File: src/rtl/bus_arbiter_pkg.sv
// Shared constants and state encoding for the 8-source round-robin bus arbiter.
package bus_arbiter_pkg;

   localparam int BUS_W   = 8;
   localparam int NUM_SRC = 8;
   localparam int SEL_W   = 3;

   typedef enum logic {
      IDLE  = 1'b0,
      OWNED = 1'b1
   } arb_state_t;

   function automatic logic [NUM_SRC-1:0] onehot(input logic [SEL_W-1:0] idx);
      return NUM_SRC'(1) << idx;
   endfunction

endpackage

File: src/rtl/bus_arbiter_rr_pick.sv
// Combinational round-robin search: first set, non-excluded request bit
// scanning upward from pointer+1 with wrap, so the pointer position comes last.
module rr_pick
   import bus_arbiter_pkg::*;
(
   input  logic [NUM_SRC-1:0] req,
   input  logic [SEL_W-1:0]   pointer,
   input  logic [NUM_SRC-1:0] exclude,
   output logic               valid,
   output logic [SEL_W-1:0]   index
);

   logic [NUM_SRC-1:0] masked;
   logic [NUM_SRC-1:0] rot;
   logic [SEL_W-1:0]   offset;

   assign masked = req & ~exclude;

   // rot[k] is the candidate k+1 places after the pointer (mod 8).
   genvar gi;
   generate
      for (gi = 0; gi < NUM_SRC; gi++) begin : g_rot
         logic [SEL_W-1:0] src;
         assign src     = pointer + SEL_W'(gi + 1);
         assign rot[gi] = masked[src];
      end
   endgenerate

   always_comb begin
      valid  = 1'b0;
      offset = '0;
      for (int i = NUM_SRC - 1; i >= 0; i--) begin
         if (rot[i]) begin
            valid  = 1'b1;
            offset = SEL_W'(i);
         end
      end
   end

   assign index = pointer + offset + SEL_W'(1);

endmodule

File: src/rtl/bus_arbiter.sv
// Round-robin bus arbiter driving an 8:1 bus mux (one-hot gnt, binary sel, bus_en).
// Optional hold-limit revocation is built when BUS_ARBITER_TIMEOUT_EN is defined.
module bus_arbiter
   import bus_arbiter_pkg::*;
#(
   parameter int MAX_HOLD = 16
) (
   input  logic               clk,
   input  logic               rst,
   input  logic [NUM_SRC-1:0] req,
   output logic [NUM_SRC-1:0] gnt,
   output logic [SEL_W-1:0]   sel,
   output logic               bus_en,
   output logic               timeout
);

   generate
      if (MAX_HOLD < 2 || MAX_HOLD > 255) begin : g_bad_max_hold
         $error("bus_arbiter: MAX_HOLD must be within 2..255");
      end
   endgenerate

   arb_state_t         state_reg, state_next;
   logic [NUM_SRC-1:0] gnt_reg, gnt_next;
   logic [SEL_W-1:0]   sel_reg, sel_next;
   logic [SEL_W-1:0]   ptr_reg, ptr_next;
   logic               pick_valid;
   logic [SEL_W-1:0]   pick_index;
   logic               owner_req;
   logic               hold_expired;
   logic               take_grant;

   // Excluding the current owner is harmless on release (its bit is already 0)
   // and is exactly what hold-limit revocation needs.
   rr_pick u_pick (
      .req     (req),
      .pointer (ptr_reg),
      .exclude (gnt_reg),
      .valid   (pick_valid),
      .index   (pick_index)
   );

   assign owner_req = req[sel_reg];

`ifdef BUS_ARBITER_TIMEOUT_EN
   localparam logic [7:0] HOLD_LIMIT = 8'(MAX_HOLD - 1);

   logic [7:0] hold_cnt_reg, hold_cnt_next;
   logic       timeout_reg, timeout_next;

   assign hold_expired = (hold_cnt_reg == HOLD_LIMIT);

   always_comb begin
      hold_cnt_next = hold_cnt_reg;
      if (take_grant)
         hold_cnt_next = '0;
      else if (state_reg == OWNED && !hold_expired)
         hold_cnt_next = hold_cnt_reg + 8'd1;
      timeout_next = (state_reg == OWNED) && owner_req && hold_expired && pick_valid;
   end

   always_ff @(posedge clk) begin
      if (rst) begin
         hold_cnt_reg <= '0;
         timeout_reg  <= 1'b0;
      end else begin
         hold_cnt_reg <= hold_cnt_next;
         timeout_reg  <= timeout_next;
      end
   end

   assign timeout = timeout_reg;
`else
   assign hold_expired = 1'b0;
   assign timeout      = 1'b0;
`endif

   always_comb begin
      state_next = state_reg;
      gnt_next   = gnt_reg;
      sel_next   = sel_reg;
      ptr_next   = ptr_reg;
      take_grant = 1'b0;
      case (state_reg)
         IDLE: begin
            if (pick_valid)
               take_grant = 1'b1;
         end
         OWNED: begin
            if (!owner_req) begin
               if (pick_valid) begin
                  take_grant = 1'b1;
               end else begin
                  state_next = IDLE;
                  gnt_next   = '0;
               end
            end else if (hold_expired && pick_valid) begin
               take_grant = 1'b1;
            end
         end
         default: begin
            state_next = IDLE;
            gnt_next   = '0;
         end
      endcase
      if (take_grant) begin
         state_next = OWNED;
         gnt_next   = onehot(pick_index);
         sel_next   = pick_index;
         ptr_next   = pick_index;
      end
   end

   // Pointer resets to 7 so requester 0 is first in search order.
   always_ff @(posedge clk) begin
      if (rst) begin
         state_reg <= IDLE;
         gnt_reg   <= '0;
         sel_reg   <= '0;
         ptr_reg   <= '1;
      end else begin
         state_reg <= state_next;
         gnt_reg   <= gnt_next;
         sel_reg   <= sel_next;
         ptr_reg   <= ptr_next;
      end
   end

   assign gnt    = gnt_reg;
   assign sel    = sel_reg;
   assign bus_en = |gnt_reg;

endmodule
File: config.mk
export PLATFORM = sky130hd
export DESIGN_NAME = bus_arbiter
export DESIGN_NICKNAME = d
export VERILOG_FILES = /design/src/rtl/bus_arbiter_pkg.sv /design/src/rtl/bus_arbiter_rr_pick.sv /design/src/rtl/bus_arbiter.sv
export SDC_FILE = /design/constraint.sdc
export NUM_CORES = 1
export LEC_CHECK = 0
export ABC_CLOCK_PERIOD_IN_PS = 5400
export CAP_MARGIN = 20
export CORE_ASPECT_RATIO = 1.25
export CORE_MARGIN = 2
export CORE_UTILIZATION = 36
export CTS_CLUSTER_SIZE = 14
export DETAILED_ROUTE_END_ITERATION = 10
export GPL_ROUTABILITY_DRIVEN = 0
export PLACE_DENSITY = 0.67
export SYNTH_ARGS = -nofsm -noshare
export SYNTH_HDL_FRONTEND = slang
export SYNTH_SLANG_ARGS = --single-unit
File: constraint.sdc
create_clock -name clk -period 5.4 [get_ports clk]
set_clock_uncertainty 0.15 [all_clocks]
set_input_delay 1.62 -clock clk [delete_from_list [all_inputs] [get_ports clk]]
set_output_delay 1.62 -clock clk [all_outputs]
set_load 0.1 [all_outputs]
# Word-level counts from Yosys, hierarchy flattened
# Cells that the tools add are included.
[op_classes]
add_sub_neg = 9
n_lt_le_gt_ge = 9
n_eq_ne = 2
shift = 1
mux = 44
bitwise_logic = 3
n_reduce_logical = 3
[op_table]
columns = ["operator", "count"]
rows = [
  ["$lt A3 B4 Y1 const B", 9],
  ["$mux W8", 4],
  ["$bmux W1 S3", 9],
  ["$mux W3", 8],
  ["$mux W1", 22],
  ["$add A3 B3 Y3 const B", 4],
  ["$and A8 B8 Y8", 1],
  ["$not A8 Y8", 1],
  ["$reduce_or A8 Y1", 1],
  ["$shl A1 B3 Y8 const A", 1],
  ["$add A3 B1 Y3 const B", 2],
  ["$add A3 B2 Y3 const B", 2],
  ["$ne A2 B1 Y1 const B", 2],
  ["$add A3 B3 Y3", 1],
  ["$reduce_and A3 Y1", 1],
  ["$pmux W1 S2", 1],
  ["$reduce_bool A2 Y1", 1],
  ["$not A1 Y1", 1],
]
[totals]
regBits = 15
input_bits = 10
output_inout_bits = 13
word_cells = 75

# Logic depth before layout (Yosys ltp)
# Gate-level depths: netlist of the first run.
[logic_depth]
depth_word = 17
depth_mapped = 15
depth_no_buf = 14

# Hierarchy
# A second synthesis of the first run with hierarchy kept.
[unflattened]
hier_cells = 130
area_unflattened_um2 = 1333.8
[by_module_without_submodules]
columns = ["module", "instances", "cells_per_inst", "area_each_um2", "seq_area_each_um2"]
rows = [
  ["bus_arbiter", 1, 74, 729.4, 300.3],
  ["rr_pick", 1, 56, 604.3, 0.0],
]

# Worst setup path after synthesis of the first run
# No wires, ideal clock.
[synth_timing]
path_kind = "input to register"
from = "in req[1]"
to = "reg ptr_reg[2]"
setup_time_ps = 134
t_arrival_ps = 4160
required_ps = 5116
path_slack_ps = 956
cell_stages = 10
n_path_buf = 0
cell_sequence = "or2b_1 > mux4_2 > mux2_4 > o21ai_0 > a31oi_1 > ha_1 > fa_1 > or4b_1 > a21oi_1 > nor4bb_1"
[synth_via]
elab_chain_cells = 14
word_cells_on_any_way = 40
classes_between = "2 x add/sub; 37 x mux; 1 x bitwise"
[synth_lines]
columns = ["item", "line", "rtl"]
rows = [
  ["start: declaration", "bus_arbiter.sv:10", "input logic [NUM_SRC-1:0] req,"],
  ["parallel branches: the longest is 14 deep, another holds $add A3 B3 Y3", "n/a", ""],
  ["end signal: assignment", "bus_arbiter.sv:125", "ptr_reg <= ptr_next;"],
  ["end: declaration", "bus_arbiter.sv:26", "logic [SEL_W-1:0] ptr_reg, ptr_next;"],
]
# Several ways; the timed one is not identified. The select of a mux whose other input is x is not followed.
# A chain may end at the register's enable or synchronous reset.

# Final worst setup path of the first run
[layout_timing]
from = "in req[1]"
to = "reg gnt_reg[2] (netlist: gnt[2])"
[layout_via]
elab_chain_cells = 16
word_cells_on_any_way = 46
classes_between = "2 x add/sub; 2 x eq/ne; 1 x shift; 38 x mux; 1 x bitwise; 2 x reduce/logical"
[layout_lines]
columns = ["item", "line", "rtl"]
rows = [
  ["parallel branches: the longest is 16 deep, another holds $add A3 B3 Y3", "n/a", ""],
  ["end signal: assignment", "bus_arbiter.sv:123", "gnt_reg <= gnt_next;"],
  ["end: declaration", "bus_arbiter.sv:24", "logic [NUM_SRC-1:0] gnt_reg, gnt_next;"],
]
# Several ways; the timed one is not identified. The select of a mux whose other input is x is not followed.

==> summary.md, run 1 <==
| Metric | Value |
|---|---|
| Worst Setup Start Kind | primary input |
| H-tree lvl count | 1 |
| Inserted Clock Buffers | 3 |
| Most used cell, CP | o21ai_0 |
| Synth top area cells | dfxtp_1 20%, mux4_2 11%, mux2_2 5.4% |
| Final TNS setup | 0 ns |
| Chip Width | 61.21 um |
| Crit-path slowest cell | mux4_2 |
| Max-slew violation count | 0 |
| Die area | 4622 um^2 |
| Vias in the first global route | 1281 |
| Most common cell after layout, fill and taps aside | clkdlybuf4s50_1 |
| Run status | completed |
| Hold Crit Depth | 1 |
| Post-synth top flop | dfxtp_1 |
| Worst path depth | 14 |
| CP top delay family | compound AO/OA/AOI/OAI gates |
| Clock Sinks | 15 |
| Die Y-Extent | 75.51 um |
| Most frequent cells in the layout | 21 x clkdlybuf4s50_1, 15 x dfxtp_1, 9 x nor2_1, 8 x nand2_1, 8 x o2bb2ai_1 |
| Net count, final | 173 |
| Layout area overhead | 19.03% |
| Count of flip-flops with a built-in enable after synthesis | 0 |
| Crit path max fanout | 6 |
| R2R cell count | 13 |
| Sequential-to-total area share from yosys stat | 20.39% |
| CP max stage delay | 0.55 ns |
| ANT cells | 0 |
| Required @ worst endpoint | 5.42 ns |
| Starting Density | 36.80% |
| Area share of the largest cell type after synthesis | 20.39% |
| Worst-skew pair later-pin latency | 0.24 ns |
| Post-synthesis cell area | 1473 um^2 |
| Initial drt markers | 35 |
| Total track usage | 17.69% |
| CP endpoint kind | register |
| Synth Area per Inst | 10.59 um^2 |
| Library cells used by synthesis | 53 |
| DPL Wire Length | 2981 um |
| Max-slew headroom | 33.75% |
| Critical path arrival | 5.05 ns |
| # IOs | 23 |
| Post-CTS Hold Buffers | 0 |
| Post-DRT Antenna Nets | 0 |
| Crit-path cells | clkdlybuf4s50_1 -> or2b_1 -> mux2_2 -> mux4_2 -> a21boi_0 -> o21ai_0 -> a31oi_1 -> ha_1 -> fa_1 -> xor2_1 -> o21ai_0 -> a41oi_1 -> a31oi_2 -> o2bb2ai_1 |
| Via count | 1250 |
| RSZ-0062 raised after global routing | false |
| I/O Buffers | 21 |
| # Post-CTS Setup Buffers | 0 |
| Fin crit share | 93.02% |
| DR vias/cell | 5.841 |
| # setup viols final | 0 |
| CTS tree | done |
| Layout cell share with drive strength beyond 1 | 20.89% |
| Max FFs per register | 8 |
| Initial antenna violation count | 0 |
| DRT Pass-1 Iters | 4 |
| Root Driver | clkbuf_8 |
| Largest net degree at the start of global routing | 20 |
| Synth Warn # | 0 |
| Syn nets | 153 |
| Number of max-cap violations | 0 |
| Asr flop ratio synth | 0% |
| Fin crit period | 5.023 ns |
| CP Buf/Inv Count | 1 |
| Fill count | 368 |
| Yosys reg bits | 15 |
| Hold WC Path Type | register to register |
| CTS clk-pin slew, worst paths | 0.06 ns |
| Drt drc | 0 |
| Yosys top cell by area | dfxtp_1 |
| Worst-margin pin slew | 0.9907 ns |
| Total gr overflow | 0 |
| Post-DR wirelength/cell | 17.54 um |
| Gate Count Post-Synth | 139 |
| Final Hold Viols | 0 |
| # rows | 26 |
| Longest Clk Path Bufs | 2 |
| Post-Route WL | 3753 um |
| Global-route wire length before repair | 6168 um |
| WS Path Type | primary input to register |
| Core region area | 4001 um^2 |
| CTS-repair resized insts | 0 |
| FMAX | 199.1 MHz |
## cells by family after synthesis
logic type | count (synthesis) | share of synthesized area, %
other | 1 | 0.2546
flip-flops | 15 | 20.39
XOR/XNOR | 4 | 2.379
adder cells (fa/ha/maj) | 4 | 3.909
multiplexers | 23 | 25.15
buffers and inverters | 11 | 4.332
AND/OR/NAND/NOR | 57 | 28.29
AO/OA/AOI/OAI | 24 | 15.29
## worst paths after layout
check	start	to	slack [ns]
max	req[1]	gnt[2]$_SDFFE_PP0P_	0.38
min	gnt[5]$_SDFFE_PP0P_	gnt[5]$_SDFFE_PP0P_	0.38
max reg2reg	ptr_reg[0]$_SDFFE_PP1P_	gnt[2]$_SDFFE_PP0P_	1.47
min reg2reg	gnt[5]$_SDFFE_PP0P_	gnt[5]$_SDFFE_PP0P_	0.38
## Yosys cell counts (all sizes together) (2+ instances only)
cell type   n
dfxtp      15
mux2       10
nor2        9
mux4        8
nand2       8
o2bb2ai     8
nand2b      7
mux2i       5
nor4bb      5
buf         4
inv         4
nor2b       4
nor4        4
a31oi       3
ha          3
nand4       3
nor3        3
o21ai       3
a21oi       2
a41oi       2
and4b       2
clkbuf      2
nand3       2
nor4b       2
or4b        2
xnor2       2
xor2        2
## area by class of cell
cell class	count	area [um^2]	share of cell area [%]
clock buffer	4	45.04	2.570
inverter	5	18.77	1.071
multi-input combinational	113	1109	63.24
sequential	15	300.3	17.13
tap	56	70.07	3.997
timing repair buffer	21	210.2	11.99
## layer usage
metal	vias up	global-route usage (%)	share of wire (%)	wire [um]
li1	585	-	-	-
met1	618	20.84	41	1523
met2	37	31.56	54	2021
met3	10	2.886	3.1	115
met4	0	6.763	2.5	93
met5	-	0	0	0
## per-stage QoR
stage / utilization, % / std cells / setup WS (ns) / hold slack (ns) / cell area (um^2)
global placement: 42.68 / 210 / 0.1934 / 0.3679 / 1708
global route: 43.81 / 214 / 0.09980 / 0.4056 / 1753
floorplan: - / 139 / 0.9562 / 0.4024 / 1473
detailed placement: 42.68 / 210 / 0.1556 / 0.3742 / 1708
finish: 43.81 / 214 / 0.3771 / 0.3818 / 1753
CTS: 43.81 / 214 / 0.3866 / 0.3846 / 1753
Power of run 1 is not shown: default switching activity piles up to over one toggle a cycle in this logic, so the estimate is an artifact.
==> inputs of run 2 (changes only) <==
CORE_MARGIN = 3   (was 2)
SETUP_SLACK_MARGIN = 0.02   (was unset)
==> summary.md, run 2 (same netlist as run 1, synthesis figures left out) <==
| Metric | Value |
|---|---|
| Required @ worst endpoint | 5.43 ns (was 5.42 ns) |
| Max FFs per register | 8 (unchanged) |
| ANT cells | 0 (unchanged) |
| Post-Route WL | 3652 um (was 3753 um) |
| CP top delay family | compound AO/OA/AOI/OAI gates (unchanged) |
| Met1 GRT Util | 17.82% (was 20.84%) |
| # IOs | 23 (unchanged) |
| CTS clk-pin slew, worst paths | 0.07 ns (was 0.06 ns) |
| Crit path max fanout | 6 (unchanged) |
| Final TNS setup | 0 ns (unchanged) |
| Worst-skew pair later-pin latency | 0.25 ns (was 0.24 ns) |
| FMAX | 200.1 MHz (was 199.1 MHz) |
| Hold WC Path Type | register to register (unchanged) |
| Number of max-cap violations | 0 (unchanged) |
| # setup viols final | 0 (unchanged) |
| RSZ-0062 raised after global routing | false (unchanged) |
| Initial antenna violation count | 0 (unchanged) |
| Total gr overflow | 0 (unchanged) |
| Most used cell, CP | o21ai_0 (unchanged) |
| Net count, final | 173 (unchanged) |
| Max-slew headroom | 34.26% (was 33.75%) |
| Min-delay src | gnt[4]$_SDFFE_PP0P_ (was gnt[5]$_SDFFE_PP0P_) |
| Inserted Clock Buffers | 3 (unchanged) |
| Critical path arrival | 5.03 ns (was 5.05 ns) |
| Worst Setup SP | req[1] (unchanged) |
| Crit-path slowest cell | mux4_2 (unchanged) |
| Chip Width | 63.21 um (was 61.21 um) |
| Starting Density | 38.28% (was 36.80%) |
| Global-route wire length before repair | 6299 um (was 6168 um) |
| Via count | 1238 (was 1250) |
| Die area | 4899 um^2 (was 4622 um^2) |
| Initial drt markers | 19 (was 35) |
| Run status | completed (unchanged) |
| Grt met3 use | 4.197% (was 2.886%) |
| Worst Setup Start Kind | primary input (unchanged) |
| DR vias/cell | 5.840 (was 5.841) |
| Root Driver | clkbuf_8 (unchanged) |
| WS Path Type | primary input to register (unchanged) |
| Vias in the first global route | 1361 (was 1281) |
| # rows | 25 (was 26) |
| Post-DR wirelength/cell | 17.23 um (was 17.54 um) |
| Longest Clk Path Bufs | 2 (unchanged) |
| Post-CTS Hold Buffers | 0 (unchanged) |
| Worst r2r src | ptr_reg[1]$_SDFFE_PP1P_ (was ptr_reg[0]$_SDFFE_PP1P_) |
| Core region area | 3847 um^2 (was 4001 um^2) |
| Total track usage | 15.79% (was 17.69%) |
| GRT busiest layer | met2 (unchanged) |
| Worst-margin pin slew | 0.9830 ns (was 0.9907 ns) |
| Post-DRT Antenna Nets | 0 (unchanged) |
| Clock Sinks | 15 (unchanged) |
| Most common cell after layout, fill and taps aside | clkdlybuf4s50_1 (unchanged) |
| Die Y-Extent | 77.51 um (was 75.51 um) |
| Max-slew violation count | 0 (unchanged) |
| CP endpoint kind | register (unchanged) |
| Fin crit share | 92.56% (was 93.02%) |
| Layout cell share with drive strength beyond 1 | 21.52% (was 20.89%) |
| Final Hold Viols | 0 (unchanged) |
| # Post-CTS Setup Buffers | 0 (unchanged) |
| Fin crit period | 4.998 ns (was 5.023 ns) |
| DPL Wire Length | 2843 um (was 2981 um) |
| Largest net degree at the start of global routing | 20 (unchanged) |
| Crit-path cells | clkdlybuf4s50_1 -> or2b_1 -> mux2_2 -> mux4_2 -> a21boi_0 -> o21ai_0 -> a31oi_1 -> ha_1 -> fa_1 -> xor2_1 -> o21ai_0 -> a41oi_1 -> a31oi_2 -> o2bb2ai_1 (unchanged) |
| GR Util met2 | 29.14% (was 31.56%) |
| I/O Buffers | 21 (unchanged) |
| CTS tree | done (unchanged) |
| Layout area overhead | 19.12% (was 19.03%) |
| Drt drc | 0 (unchanged) |
| CP max stage delay | 0.54 ns (was 0.55 ns) |
| H-tree lvl count | 1 (unchanged) |
| DRT Pass-1 Iters | 4 (unchanged) |
| Most frequent cells in the layout | 21 x clkdlybuf4s50_1, 15 x dfxtp_1, 9 x nor2_1, 8 x nand2_1, 8 x o2bb2ai_1 (unchanged) |
| CP Buf/Inv Count | 1 (unchanged) |
| CTS-repair resized insts | 0 (unchanged) |
[run 2: cell types whose count changed in the layout (fill, tap and decap cells not counted)]
| cell | previous run | this run |
|---|---|---|
| clkbuf_1 | 1 | 0 |
| clkinvlp_4 | 0 | 1 |
[run 2: worst paths after layout]
path                         end  slack [ns]  cells after the start
min reg2reg  gnt[4]$_SDFFE_PP0P_        0.39                      1
max reg2reg  gnt[1]$_SDFFE_PP0P_        1.47                     13
max          gnt[1]$_SDFFE_PP0P_        0.40                     14
min          gnt[4]$_SDFFE_PP0P_        0.39                      1
[run 2: final cells by class]
cell class / count / area, um^2
Tap cell: 54 / 67.56
Inverter: 5 / 18.77
Clock inverter: 1 / 7.507
Multi-Input combinational cell: 113 / 1109
Sequential cell: 15 / 300.3
Fill cell: 358 / 2093
Clock buffer: 3 / 41.29
Timing Repair Buffer: 21 / 210.2
[run 2: stage by stage]
stage	utilization (%)	cell area [um^2]	hold WS [ns]	worst slack, ns	instances
final	45.59	1754	0.3932	0.4018	212
after global routing	45.59	1754	0.4012	0.1030	212
after CTS	45.59	1754	0.3896	0.4108	212
after detailed placement	44.33	1705	0.3799	0.1602	208
after global placement	44.33	1705	0.3753	0.2152	208
after floorplan	-	1473	0.4024	0.9562	139
[run 2: routing by layer]
metal	share of wire [%]	wire, um
met1	41	1515
met2	52	1901
met3	4.8	176
met4	1.6	59
met5	0	0
Power of run 2 is left out for the same reason.
